$ cat src/rtl/ultrasonic_ranger.sv
// rtl/ultrasonic_ranger.sv - HC-SR04 style ranger: periodic trigger, echo timing, cm conversion
// Echo is synchronised, timed in microsecond ticks and floor-divided into cm by a wrapping sub-counter.
module ultrasonic_ranger #(
  parameter int          CLK_PER_US = 1,
  parameter int          TRIG_US    = 10,
  parameter int          PERIOD_US  = 60000,
  parameter int          TIMEOUT_US = 30000,
  parameter int          US_PER_CM  = 58,
  parameter int          THRESH_CM  = 13,
  parameter logic [15:0] MAX_CM     = 16'd517
) (
  input  logic        clk,
  input  logic        rst,
  input  logic        echo,
  output logic        trig,
  output logic [15:0] distance_cm,
  output logic        sample_valid,
  output logic        timeout,
  output logic        obstacle
);

  localparam int PW  = (CLK_PER_US > 1) ? $clog2(CLK_PER_US) : 1;
  localparam int TW  = $clog2(TIMEOUT_US + TRIG_US + 1);
  localparam int SW  = (US_PER_CM > 1) ? $clog2(US_PER_CM) : 1;
  // Wide enough for a worst-case cycle that overruns the nominal period.
  localparam int PCW = $clog2(PERIOD_US + TRIG_US + 2 * TIMEOUT_US + 8);

  typedef enum logic [2:0] {
    S_IDLE,
    S_TRIG,
    S_WAIT_RISE,
    S_MEASURE,
    S_DONE,
    S_HOLD
  } state_t;

  state_t         state_q, state_d;
  logic           echo_meta_q, echo_sync_q, echo_prev_q;
  logic [PW-1:0]  pre_q, pre_d;
  logic [PCW-1:0] per_q, per_d;
  logic [TW-1:0]  tmr_q, tmr_d;
  logic [SW-1:0]  sub_q, sub_d;
  logic [15:0]    cm_q, cm_d;
  logic           armed_q, armed_d;
  logic           to_q, to_d;
  logic [15:0]    dist_q, dist_d;
  logic           sv_q, sv_d;
  logic           tout_q, tout_d;
  logic           obst_q, obst_d;

  logic tick, rise, fall;

  always_ff @(posedge clk) begin
    if (rst) begin
      echo_meta_q <= 1'b0;
      echo_sync_q <= 1'b0;
      echo_prev_q <= 1'b0;
    end else begin
      echo_meta_q <= echo;
      echo_sync_q <= echo_meta_q;
      echo_prev_q <= echo_sync_q;
    end
  end

  assign tick = (pre_q == PW'(CLK_PER_US - 1));
  // A rise only counts after echo has been seen low inside WAIT_RISE.
  assign rise = armed_q && echo_sync_q;
  assign fall = echo_prev_q && !echo_sync_q;

  always_comb begin
    state_d = state_q;
    pre_d   = tick ? '0 : pre_q + PW'(1);
    per_d   = tick ? per_q + PCW'(1) : per_q;
    tmr_d   = tmr_q;
    sub_d   = sub_q;
    cm_d    = cm_q;
    armed_d = armed_q;
    to_d    = to_q;
    dist_d  = dist_q;
    sv_d    = 1'b0;
    tout_d  = tout_q;
    obst_d  = obst_q;
    trig    = 1'b0;

    case (state_q)
      S_IDLE: begin
        state_d = S_TRIG;
        pre_d   = '0;
        per_d   = '0;
        tmr_d   = '0;
      end
      S_TRIG: begin
        trig = 1'b1;
        if (tick) begin
          if (tmr_q == TW'(TRIG_US - 1)) begin
            state_d = S_WAIT_RISE;
            tmr_d   = '0;
            armed_d = 1'b0;
          end else begin
            tmr_d = tmr_q + TW'(1);
          end
        end
      end
      S_WAIT_RISE: begin
        if (!echo_sync_q) armed_d = 1'b1;
        if (rise) begin
          state_d = S_MEASURE;
          cm_d    = '0;
          sub_d   = '0;
          tmr_d   = '0;
          to_d    = 1'b0;
        end else if (tick) begin
          if (tmr_q == TW'(TIMEOUT_US - 1)) begin
            state_d = S_DONE;
            to_d    = 1'b1;
          end else begin
            tmr_d = tmr_q + TW'(1);
          end
        end
      end
      S_MEASURE: begin
        if (tick) begin
          tmr_d = tmr_q + TW'(1);
          if (sub_q == SW'(US_PER_CM - 1)) begin
            sub_d = '0;
            if (cm_q != 16'hFFFF) cm_d = cm_q + 16'd1;
          end else begin
            sub_d = sub_q + SW'(1);
          end
        end
        // Fall is checked first so a fall on the timeout tick still yields a valid sample.
        if (fall) begin
          state_d = S_DONE;
          to_d    = 1'b0;
        end else if (tick && tmr_q == TW'(TIMEOUT_US - 1)) begin
          state_d = S_DONE;
          to_d    = 1'b1;
        end
      end
      S_DONE: begin
        sv_d    = 1'b1;
        dist_d  = to_q ? MAX_CM : cm_q;
        tout_d  = to_q;
        obst_d  = !to_q && (cm_q <= 16'(THRESH_CM));
        state_d = S_HOLD;
      end
      S_HOLD: begin
        if (tick && per_q >= PCW'(PERIOD_US - 1)) begin
          state_d = S_TRIG;
          pre_d   = '0;
          per_d   = '0;
          tmr_d   = '0;
        end
      end
      default: state_d = S_IDLE;
    endcase
  end

  always_ff @(posedge clk) begin
    if (rst) begin
      state_q <= S_IDLE;
      pre_q   <= '0;
      per_q   <= '0;
      tmr_q   <= '0;
      sub_q   <= '0;
      cm_q    <= '0;
      armed_q <= 1'b0;
      to_q    <= 1'b0;
      dist_q  <= MAX_CM;
      sv_q    <= 1'b0;
      tout_q  <= 1'b0;
      obst_q  <= 1'b0;
    end else begin
      state_q <= state_d;
      pre_q   <= pre_d;
      per_q   <= per_d;
      tmr_q   <= tmr_d;
      sub_q   <= sub_d;
      cm_q    <= cm_d;
      armed_q <= armed_d;
      to_q    <= to_d;
      dist_q  <= dist_d;
      sv_q    <= sv_d;
      tout_q  <= tout_d;
      obst_q  <= obst_d;
    end
  end

  assign distance_cm  = dist_q;
  assign sample_valid = sv_q;
  assign timeout      = tout_q;
  assign obstacle     = obst_q;

endmodule
$ cat config.mk
export PLATFORM = sky130hd
export DESIGN_NAME = ultrasonic_ranger
export DESIGN_NICKNAME = d
export VERILOG_FILES = /design/src/rtl/ultrasonic_ranger.sv
export SDC_FILE = /design/constraint.sdc
export NUM_CORES = 1
export LEC_CHECK = 0
export ABC_AREA = 1
export ABC_CLOCK_PERIOD_IN_PS = 2000
export CAP_MARGIN = 20
export CORE_MARGIN = 2
export CORE_UTILIZATION = 60
export CTS_CLUSTER_SIZE = 28
export DETAILED_ROUTE_END_ITERATION = 8
export PLACE_DENSITY_LB_ADDON = 0.12
export REMOVE_ABC_BUFFERS = 1
export SYNTH_ARGS = -nofsm -noshare
export SYNTH_HDL_FRONTEND = slang
export SYNTH_SLANG_ARGS = --single-unit
$ cat constraint.sdc
create_clock -name clk -period 2 [get_ports clk]
set_input_delay 0.2 -clock clk [delete_from_list [all_inputs] [get_ports clk]]
set_output_delay 0.2 -clock clk [all_outputs]
set_load 0.05 [all_outputs]
# --- Word-level counts from Yosys, hierarchy flattened ---
# Index checks and enable logic that the tools add are counted.
totals:
  out_inout_bits: 20
  inputBits: 3
  regBits: 82
op_classes:
  n_addsub: 5
  muxes: 45
  n_eq_ne: 21
  n_reduce_logical: 17
  bitwise_logic: 1
  order_cmp: 2
ops:
  columns: ["operator", "count"]
  rows:
  - ["$mux W15", 7]
  - ["$mux W16", 5]
  - ["$pmux W15 S5", 1]
  - ["$mux W17", 2]
  - ["$pmux W17 S2", 1]
  - ["$pmux W16 S2", 1]
  - ["$mux W3", 8]
  - ["$mux W6", 3]
  - ["$pmux W3 S6", 1]
  - ["$add A17 B1 Y17 const B", 1]
  - ["$ge A17 B16 Y1 const B", 1]
  - ["$add A16 B1 Y16 const B", 1]
  - ["$le A16 B4 Y1 const B", 1]
  - ["$ne A16 B16 Y1 const B", 1]
  - ["$ne A2 B2 Y1 const B", 8]
  - ["$add A15 B1 Y15 const B", 1]
  - ["$eq A15 B15 Y1 const B", 1]
  - ["$eq A15 B4 Y1 const B", 1]
  - ["$mux W1", 12]
  - ["$ne A3 B3 Y1 const B", 4]
  - ["$pmux W6 S2", 1]
  - ["$reduce_and A6 Y1", 2]
  - ["$reduce_and A4 Y1", 2]
  - ["$add A6 B1 Y6 const B", 1]
  - ["14 further kinds", 24]

# --- Longest topological paths before layout ---
# Gate-level depths: netlist of run 1.
logic_depth:
  word_depth: 5
  mapped_depth: 13

# --- Worst setup path after synthesis of run 1 ---
# OpenSTA, ideal clock, no wires.
synth_timing:
  kind: "register to register"
  start: "register state_q[1]"
  end: "register tmr_q[10]"
  period_less_slack_ns: 1.752
  setup_ns: 0.056
  t_arrival_ns: 1.697
  stages_incl_launch_ff: 10
  n_path_buf: 0
  path_slack_ns: 0.248
  cell_sequence: "dfxtp_1 -> inv_1 -> nand2_1 -> nor2_2 -> nand2_1 -> a21oi_1 -> nand2_1 -> nand2_1 -> nand2_1 -> inv_1"
synth_between:
  elab_chain_cells: 3
synth_lines:
  columns: ["element", "line", "rtl"]
  rows:
  - ["start, declared", "37", "state_t state_q, state_d;"]
  - ["start signal, assigned", "174", "state_q <= state_d;"]
  - ["$eq A3 B2 Y1 (tied with other cells)", "85", "case (state_q)"]
  - ["$ne A3 B3 Y1 (no source line) (tied with other cells)", null, null]
  - ["$reduce_and A6 Y1 (no source line)", null, null]
  - ["end signal, assigned", "177", "tmr_q <= tmr_d;"]
  - ["end, declared", "41", "logic [TW-1:0] tmr_q, tmr_d;"]
# Parallel ways exist; a longest one is shown, timed or not.
# A chain may end at the register's enable or synchronous reset.

# --- Worst setup path in the final report of run 1 ---
layout_timing:
  start: "register cm_q[1]"
  end: "register cm_q[4]"
layout_between:
  elab_chain_cells: 5
layout_lines:
  columns: ["element", "line", "rtl"]
  rows:
  - ["start, declared", "43", "logic [15:0] cm_q, cm_d;"]
  - ["start signal, assigned", "179", "cm_q <= cm_d;"]
  - ["$add A16 B1 Y16", "126", "if (cm_q != 16'hFFFF) cm_d = cm_q + 16'd1;"]
  - ["$mux W16", "126", null]
  - ["$mux W16", "124", "if (sub_q == SW'(US_PER_CM - 1)) begin"]
  - ["$mux W16", "122", "if (tick) begin"]
  - ["$pmux W16 S2", "85", null]
# Parallel ways exist; a longest one is shown, timed or not. The select of a mux whose other input is x is not followed.

==> impl_metrics.env, run 1 <==
export IMPL_grt_usage_pct=26.1
export IMPL_cp_slowest_cell="dfxtp_1"
export IMPL_p_seq_share_pct=41.3
export IMPL_wl_um=10300
export IMPL_synth_area_sq_um=4470
export IMPL_drv_cap=0
export IMPL_core_sq_um=7250
export IMPL_path_cells="ha_1 > inv_1 > nor2_4 > and2_2 > nand2_4 > nor2_2 > nor2_2 > buf_4 > nand2_1 > nand2_1 > a21oi_2"
export IMPL_syn_to_final_growth_pct=12.5
export IMPL_synth_distinct_cells=41
export IMPL_n_antenna_cell=0
export IMPL_p_leak_uw=0.00198
export IMPL_gp_congestion=0.973
export IMPL_clkPwrFrac_pct=24.7
export IMPL_worst_ep_required_time_ns=2.30
export IMPL_p_comb_share_pct=34.0
export IMPL_worstMarginPinSlew_ns=0.506
export IMPL_max_slew_margin_pct=66.2
export IMPL_cts_htree_levels=3
export IMPL_avgSynthCellArea_sq_um=6.52
export IMPL_cts_buffers=9
export IMPL_r2r_start="cm_q[1]$_SDFFE_PP0P_"
export IMPL_antenna_found_initial=0
export IMPL_cts_buffer_depth=2
export IMPL_setup_worst_path_start="cm_q[1]$_SDFFE_PP0P_"
export IMPL_final_area_sq_um=5030
export IMPL_cp_depth=11
export IMPL_switchingPower_uw=1760
export IMPL_report_final_slew_viol_count=0
export IMPL_post_route_util_pct=69.3
export IMPL_drive_above_1_share_pct=9.96
export IMPL_hold_class="primary input to flop"
export IMPL_viasPerCell=5.24
export IMPL_die_x_um=90.3
export IMPL_drc=0
export IMPL_synth_seq_area_share_pct=36.3
export IMPL_path_delay_family="simple AND/OR/NAND/NOR gates"
export IMPL_swShare_pct=40.0
export IMPL_r2r_cells=11
export IMPL_start_util_pct=61.7
export IMPL_hold_path_depth=3
export IMPL_cts_tree="yes"
export IMPL_drtIter0Drc=194
export IMPL_worst_skew_pair_late_latency_ns=0.36
export IMPL_internal_power_uw=2650
export IMPL_slowest_delay_ns=0.44
export IMPL_outcome="complete, no violations"
export IMPL_worst_path_buf_inv=2
export IMPL_num_rows=31
export IMPL_ir_drop_mv=0.569
export IMPL_async_flop_share_pct=0
export IMPL_place_area_sq_um=4840
export IMPL_grt_max_degree=19
export IMPL_path_max_fanout=11
export IMPL_fin_worst_skew_ns=0.0119
export IMPL_synth_seq_cells=81
export IMPL_min_from="echo"
export IMPL_hold_worst_slack_ns=0.358
export IMPL_port_buffers=22
export IMPL_setup_tns_final_ns=0
export IMPL_cts_setup_buffers=0
export IMPL_first_pass_iters=5
export IMPL_finalCritPeriodShare_pct=94.0
export IMPL_dieArea_sq_um=8160
export IMPL_criticalPathCategory="flop to flop"
export IMPL_syn_inst=686
export IMPL_start_kind="flop"
export IMPL_report_final_hold_viol_count=0
export IMPL_synth_edff_count=0
export IMPL_clock_fmax_mhz=532
export IMPL_final_nets=729
export IMPL_setup_viol=0
export IMPL_grt_pass1_wl_um=17700
export IMPL_routedWlPerCell_um=12.5
export IMPL_clock_sinks=81
export IMPL_io_pins=23
export IMPL_synth_warnings=0
export IMPL_min_period_ns=1.88
export IMPL_via_count=4310
export IMPL_grt_overflow_total=0
export IMPL_final_antenna_net_count=0
export IMPL_grt_pass1_vias=4007
export IMPL_clk_pin_slew_ns=0.09
export IMPL_place_hpwl_um=7560
export IMPL_endpoint_kind="flop"
export IMPL_synth_top_flop_cell="dfxtp_1"
export IMPL_critPathArrivalTime_ns=2.18
export IMPL_power_density_nw_per_um2=877
export IMPL_cts_hold_fix_buffers=0
export IMPL_rsz0062_at_grt="no"
export IMPL_die_h_um=90.3
export IMPL_cts_root_buffer="clkbuf_8"
worst paths after layout:
kind | endpoint | slack, ns
setup / recovery | cm_q[4]$_SDFFE_PP0P_ | 0.12
hold / removal | echo_meta_q$_SDFF_PP0_ | 0.36
setup reg to reg | cm_q[4]$_SDFFE_PP0P_ | 0.12
hold reg to reg | echo_sync_q$_SDFF_PP0_ | 0.41
area by class of cell:
type,count,area [sq um]
clock inverters,6,50.0
inverters,84,315
fillers,678,2220
well taps,99,124
flip-flops and latches,81,1620
repair buffers,40,353
clock buffers,10,128
multi-input cells,502,2440
worst min-delay path: cells and delay by family:
family / cells / cell delay (ns)
buffers and inverters: 2 / 0.44
AND/OR/NAND/NOR: 1 / 0.03
power by group through the flow:
stage                     Sequential [uW]  Combinational [uW]  Clock (uW)
final                                1820                1500        1090
after floorplan                      1940                 914           0
after detailed placement             1860                1470           0
after global placement               1850                1440           0
after global routing                 1840                1660        1210
after CTS                            1820                1480        1130
per-stage QoR:
| step | total power (uW) | cells | setup WS, ns |
|---|---|---|---|
| final | 4410 | 822 | 0.119 |
| after global routing | 4700 | 822 | 0.00412 |
| after CTS | 4420 | 822 | 0.0579 |
| after detailed placement | 3330 | 806 | 0.0870 |
| after global placement | 3290 | 806 | 0.218 |
| after floorplan | 2850 | 667 | 0.160 |
registers in the layout (all words and copies together), names as in the netlist, 3 cells and up:
signal,cells
tmr_q,15
state_q,3
cm_q,16
distance_cm,16
sub_q,6
per_q,17
layer usage:
layer | share of wire, % | track usage [%] | vias to the layer above
li1 | - | - | 2240
met1 | 44 | 31.0 | 1930
met2 | 50 | 47.2 | 125
met3 | 4.9 | 5.76 | 15
met4 | 1.5 | 7.44 | 0
met5 | 0 | 0 | -
cells in the final DEF (no fill, tap or decap), types with 2 or more instances in the layout:
cell,instances
clkinv_4,2
inv_6,2
xnor2_1,3
dfxtp_1,81
clkinvlp_4,2
o21ai_1,6
nor3_1,13
nand2_2,6
a21oi_1,41
nand3_1,49
ha_1,8
nor2_4,4
o22ai_1,3
inv_2,6
clkbuf_8,9
nand2_1,190
nor2_1,99
o21ai_0,11
o21bai_1,2
clkdlybuf4s50_1,21
nand3b_1,2
nand2_4,2
inv_1,78
a31oi_1,2
nand4_1,17
nor4_1,3
buf_4,19
xor2_1,15
nor2_2,13
cell families after synthesis:
group	share of synthesized area [%]
compound gates	9.01
xor+xnor	3.53
fa+ha+maj	2.24
buf+inv	9.43
flops	36.3
simple gates	39.5
cells in the mapped netlist (6+ instances only):
cell type	number	area share, %
nand2_1	191	16
nor2_1	99	8.3
dfxtp_1	81	36
inv_1	78	6.5
nand3_1	49	5.5
a21oi_1	41	4.6
nand4_1	17	2.4
xor2_1	15	2.9
nor2_2	13	1.8
nor3_1	13	1.5
o21ai_0	11	1.2
ha_1	8	2.2
buf_2	7	0.78
clkbuf_1	6	0.50
inv_2	6	0.50
nand2_2	6	0.84
o21ai_1	6	0.67
timing repair:
item	4_1_cts	5_1_grt
hold endpoints to repair	0	0
setup endpoints to repair	0	33
resized for setup	0	3
Power figures use the tool's default switching activity.
==> run 2: changes to the inputs <==
--- a/config.mk
+++ b/config.mk
@@ -8,10 +8,13 @@
 export ABC_AREA = 1
 export ABC_CLOCK_PERIOD_IN_PS = 2000
 export CAP_MARGIN = 20
+export CELL_PAD_IN_SITES_DETAIL_PLACEMENT = 0
+export CELL_PAD_IN_SITES_GLOBAL_PLACEMENT = 1
 export CORE_MARGIN = 2
-export CORE_UTILIZATION = 60
+export CORE_UTILIZATION = 43
 export CTS_CLUSTER_SIZE = 28
 export DETAILED_ROUTE_END_ITERATION = 8
+export GPL_ROUTABILITY_DRIVEN = 0
 export PLACE_DENSITY_LB_ADDON = 0.12
 export REMOVE_ABC_BUFFERS = 1
 export SYNTH_ARGS = -nofsm -noshare
==> run 2 against run 1 <==
  * Combinational power up 7%
  * Via count up 0.51%
  * Maximum frequency grew 5.6%
  * Sequential power about the same
  * First-iteration DRC count down 1.5%
  * Routed wire length grew 10%
  * Final cell count grew 6.7%
  * Power is 7.0% higher
  * Clock power up 21%
  * Die area up 38%
  * Critical endpoint is now per_q[8]$_SDFF_PP0_
  * Largest cell class unchanged
  * Highest routed layer unchanged
==> impl_metrics.env, run 2 (synthesis gave the netlist of run 1 again) <==
export IMPL_grt_pass1_wl_um=19300
export IMPL_path_max_fanout=14
export IMPL_syn_to_final_growth_pct=17.5
export IMPL_drv_cap=0
export IMPL_rsz0062_at_grt="no"
export IMPL_mostFrequentLayoutCells="nand2_1, nor2_1, dfxtp_1"
export IMPL_worst_path_buf_inv=1
export IMPL_viasPerCell=4.94
export IMPL_cts_root_buffer="clkbuf_8"
export IMPL_num_rows=37
export IMPL_cp_slowest_cell="dfxtp_1"
export IMPL_final_antenna_net_count=0
export IMPL_criticalPathCategory="flop to flop"
export IMPL_cts_buffer_depth=2
export IMPL_die_x_um=106
export IMPL_outcome="complete, no violations"
export IMPL_cts_htree_levels=3
export IMPL_r2r_end="per_q[8]$_SDFF_PP0_"
export IMPL_fin_worst_skew_ns=0.00595
export IMPL_path_common_cell="nand2_1"
export IMPL_cts_tree="yes"
export IMPL_clock_sinks=81
export IMPL_worst_skew_pair_late_latency_ns=0.37
export IMPL_antenna_found_initial=0
export IMPL_critPathArrivalTime_ns=2.04
export IMPL_cts_setup_buffers=0
export IMPL_n_antenna_cell=0
export IMPL_regToRegSetupSlack_ns=0.22
export IMPL_min_to="sample_valid$_SDFF_PP0_"
export IMPL_grt_overflow_total=0
export IMPL_min_period_ns=1.78
export IMPL_largest_register="per_q"
export IMPL_drc=0
export IMPL_largest_register_ffs=17
export IMPL_worst_ep_required_time_ns=2.26
export IMPL_core_sq_um=10200
export IMPL_max_slew_margin_pct=58.6
export IMPL_cts_buffers=9
export IMPL_slowest_delay_ns=0.39
export IMPL_path_cells="ha_1 > nand2_1 > inv_1 > nand2_1 > nor2_1 > nand2_1 > nand2_1 > nor2_1 > or2_1 > nand2_4 > nor2_1"
export IMPL_routedWlPerCell_um=12.9
export IMPL_dieArea_sq_um=11200
export IMPL_p_leak_uw=0.00209
export IMPL_drive_above_1_share_pct=12.6
export IMPL_finalCritPeriodShare_pct=89.1
export IMPL_port_buffers=22
export IMPL_grt_max_degree=27
export IMPL_post_route_util_pct=51.4
export IMPL_ir_drop_mv=0.447
export IMPL_report_final_slew_viol_count=0
export IMPL_report_final_hold_viol_count=0
export IMPL_die_h_um=106
export IMPL_first_pass_iters=5
export IMPL_drtIter0Drc=191
export IMPL_setup_tns_final_ns=0
export IMPL_final_common_cell="nand2_1"
export IMPL_worstMarginPinSlew_ns=0.620
export IMPL_hold_class="primary input to flop"
export IMPL_grt_usage_pct=21.6
export IMPL_start_util_pct=43.7
export IMPL_endpoint_kind="flop"
export IMPL_power_density_nw_per_um2=899
export IMPL_clk_pin_slew_ns=0.08
export IMPL_r2r_start="per_q[0]$_SDFF_PP0_"
export IMPL_clock_fmax_mhz=561
export IMPL_hold_path_depth=2
export IMPL_min_from="rst"
export IMPL_io_pins=23
export IMPL_path_delay_family="simple AND/OR/NAND/NOR gates"
export IMPL_grt_pass1_vias=4171
export IMPL_wl_um=11300
export IMPL_final_nets=747
export IMPL_via_count=4332
export IMPL_r2r_cells=11
export IMPL_place_hpwl_um=8380
export IMPL_start_kind="flop"
export IMPL_setup_viol=0
run 2: cell types whose count changed in the layout (fill, tap and decap cells not counted), sizes merged:
cell,change
clkdlybuf4s50,-1
inv,-2
clkbuf,+2
buf,+19
bufinv,+1
clkinv,-1
run 2: power by group:
part / switching [uW] / internal [uW]
sequential: 78.2 / 1720
clock: 640 / 677
combinational: 1090 / 516
total: 1810 / 2910
run 2: what timing repair did:
item | 4_1_cts | 5_1_grt
hold buffers | 0 | 0
resized for setup | 1 | 4
endpoints found under the setup margin | 3 | 25
endpoints found under the hold margin | 0 | 0
run 2: worst max-delay path by stage:
| stage | start | to | slack, ns | cells past startpoint |
|---|---|---|---|---|
| 2_1_floorplan | cm_q[0]$_SDFFE_PP0P_ | cm_q[4]$_SDFFE_PP0P_ | 0.16 | 9 |
| 3_3_place_gp | cm_q[0]$_SDFFE_PP0P_ | cm_q[4]$_SDFFE_PP0P_ | 0.05 | 9 |
| 3_5_place_dp | cm_q[0]$_SDFFE_PP0P_ | cm_q[4]$_SDFFE_PP0P_ | 0.002 | 9 |
| 4_1_cts | tmr_q[0]$_SDFFE_PP0P_ | tmr_q[14]$_SDFFE_PP0P_ | 0.08 | 11 |
| 5_1_grt | per_q[0]$_SDFF_PP0_ | per_q[3]$_SDFF_PP0_ | 0.04 | 11 |
| 6_report | per_q[0]$_SDFF_PP0_ | per_q[8]$_SDFF_PP0_ | 0.22 | 11 |
run 2: worst reg2reg max path, delay by kind of cell, from the launching register on:
kind	cells	cell delay (ns)
adder cells (fa/ha/maj)	1	0.21
buffers and inverters	1	0.09
AND/OR/NAND/NOR	9	0.97
flip-flops	1	0.39
run 2: metrics by stage:
stage | instances | hold slack [ns] | setup slack [ns] | total power [uW] | instance area, sq um
floorplan | 667 | 0.269 | 0.160 | 2850 | 4370
global route | 877 | 0.0697 | 0.0383 | 5010 | 5250
global placement | 861 | 0.427 | 0.0496 | 3430 | 5020
detailed placement | 861 | 0.427 | 0.00202 | 3440 | 5020
CTS | 877 | 0.0461 | 0.0755 | 4750 | 5240
finish | 877 | 0.0541 | 0.219 | 4720 | 5250
run 2: final cells by class:
class	instances	area [sq um]
clock buffers	12	165
clock inverters	4	50.0
fillers	1091	4980
inverters	84	315
multi-input cells	502	2450
flip-flops and latches	81	1620
well taps	136	170
repair buffers	58	483
run 2: layer usage:
layer / part of all wire (%) / wire, um / vias to the layer above / track usage, %
met5: 0 / 0 / - / 0
met1: 48 / 5410 / 1956 / 27.8
met4: 2.4 / 271 / 0 / 10.2
met2: 46 / 5240 / 80 / 35.7
met3: 3.4 / 383 / 21 / 3.19
li1: - / - / 2275 / -
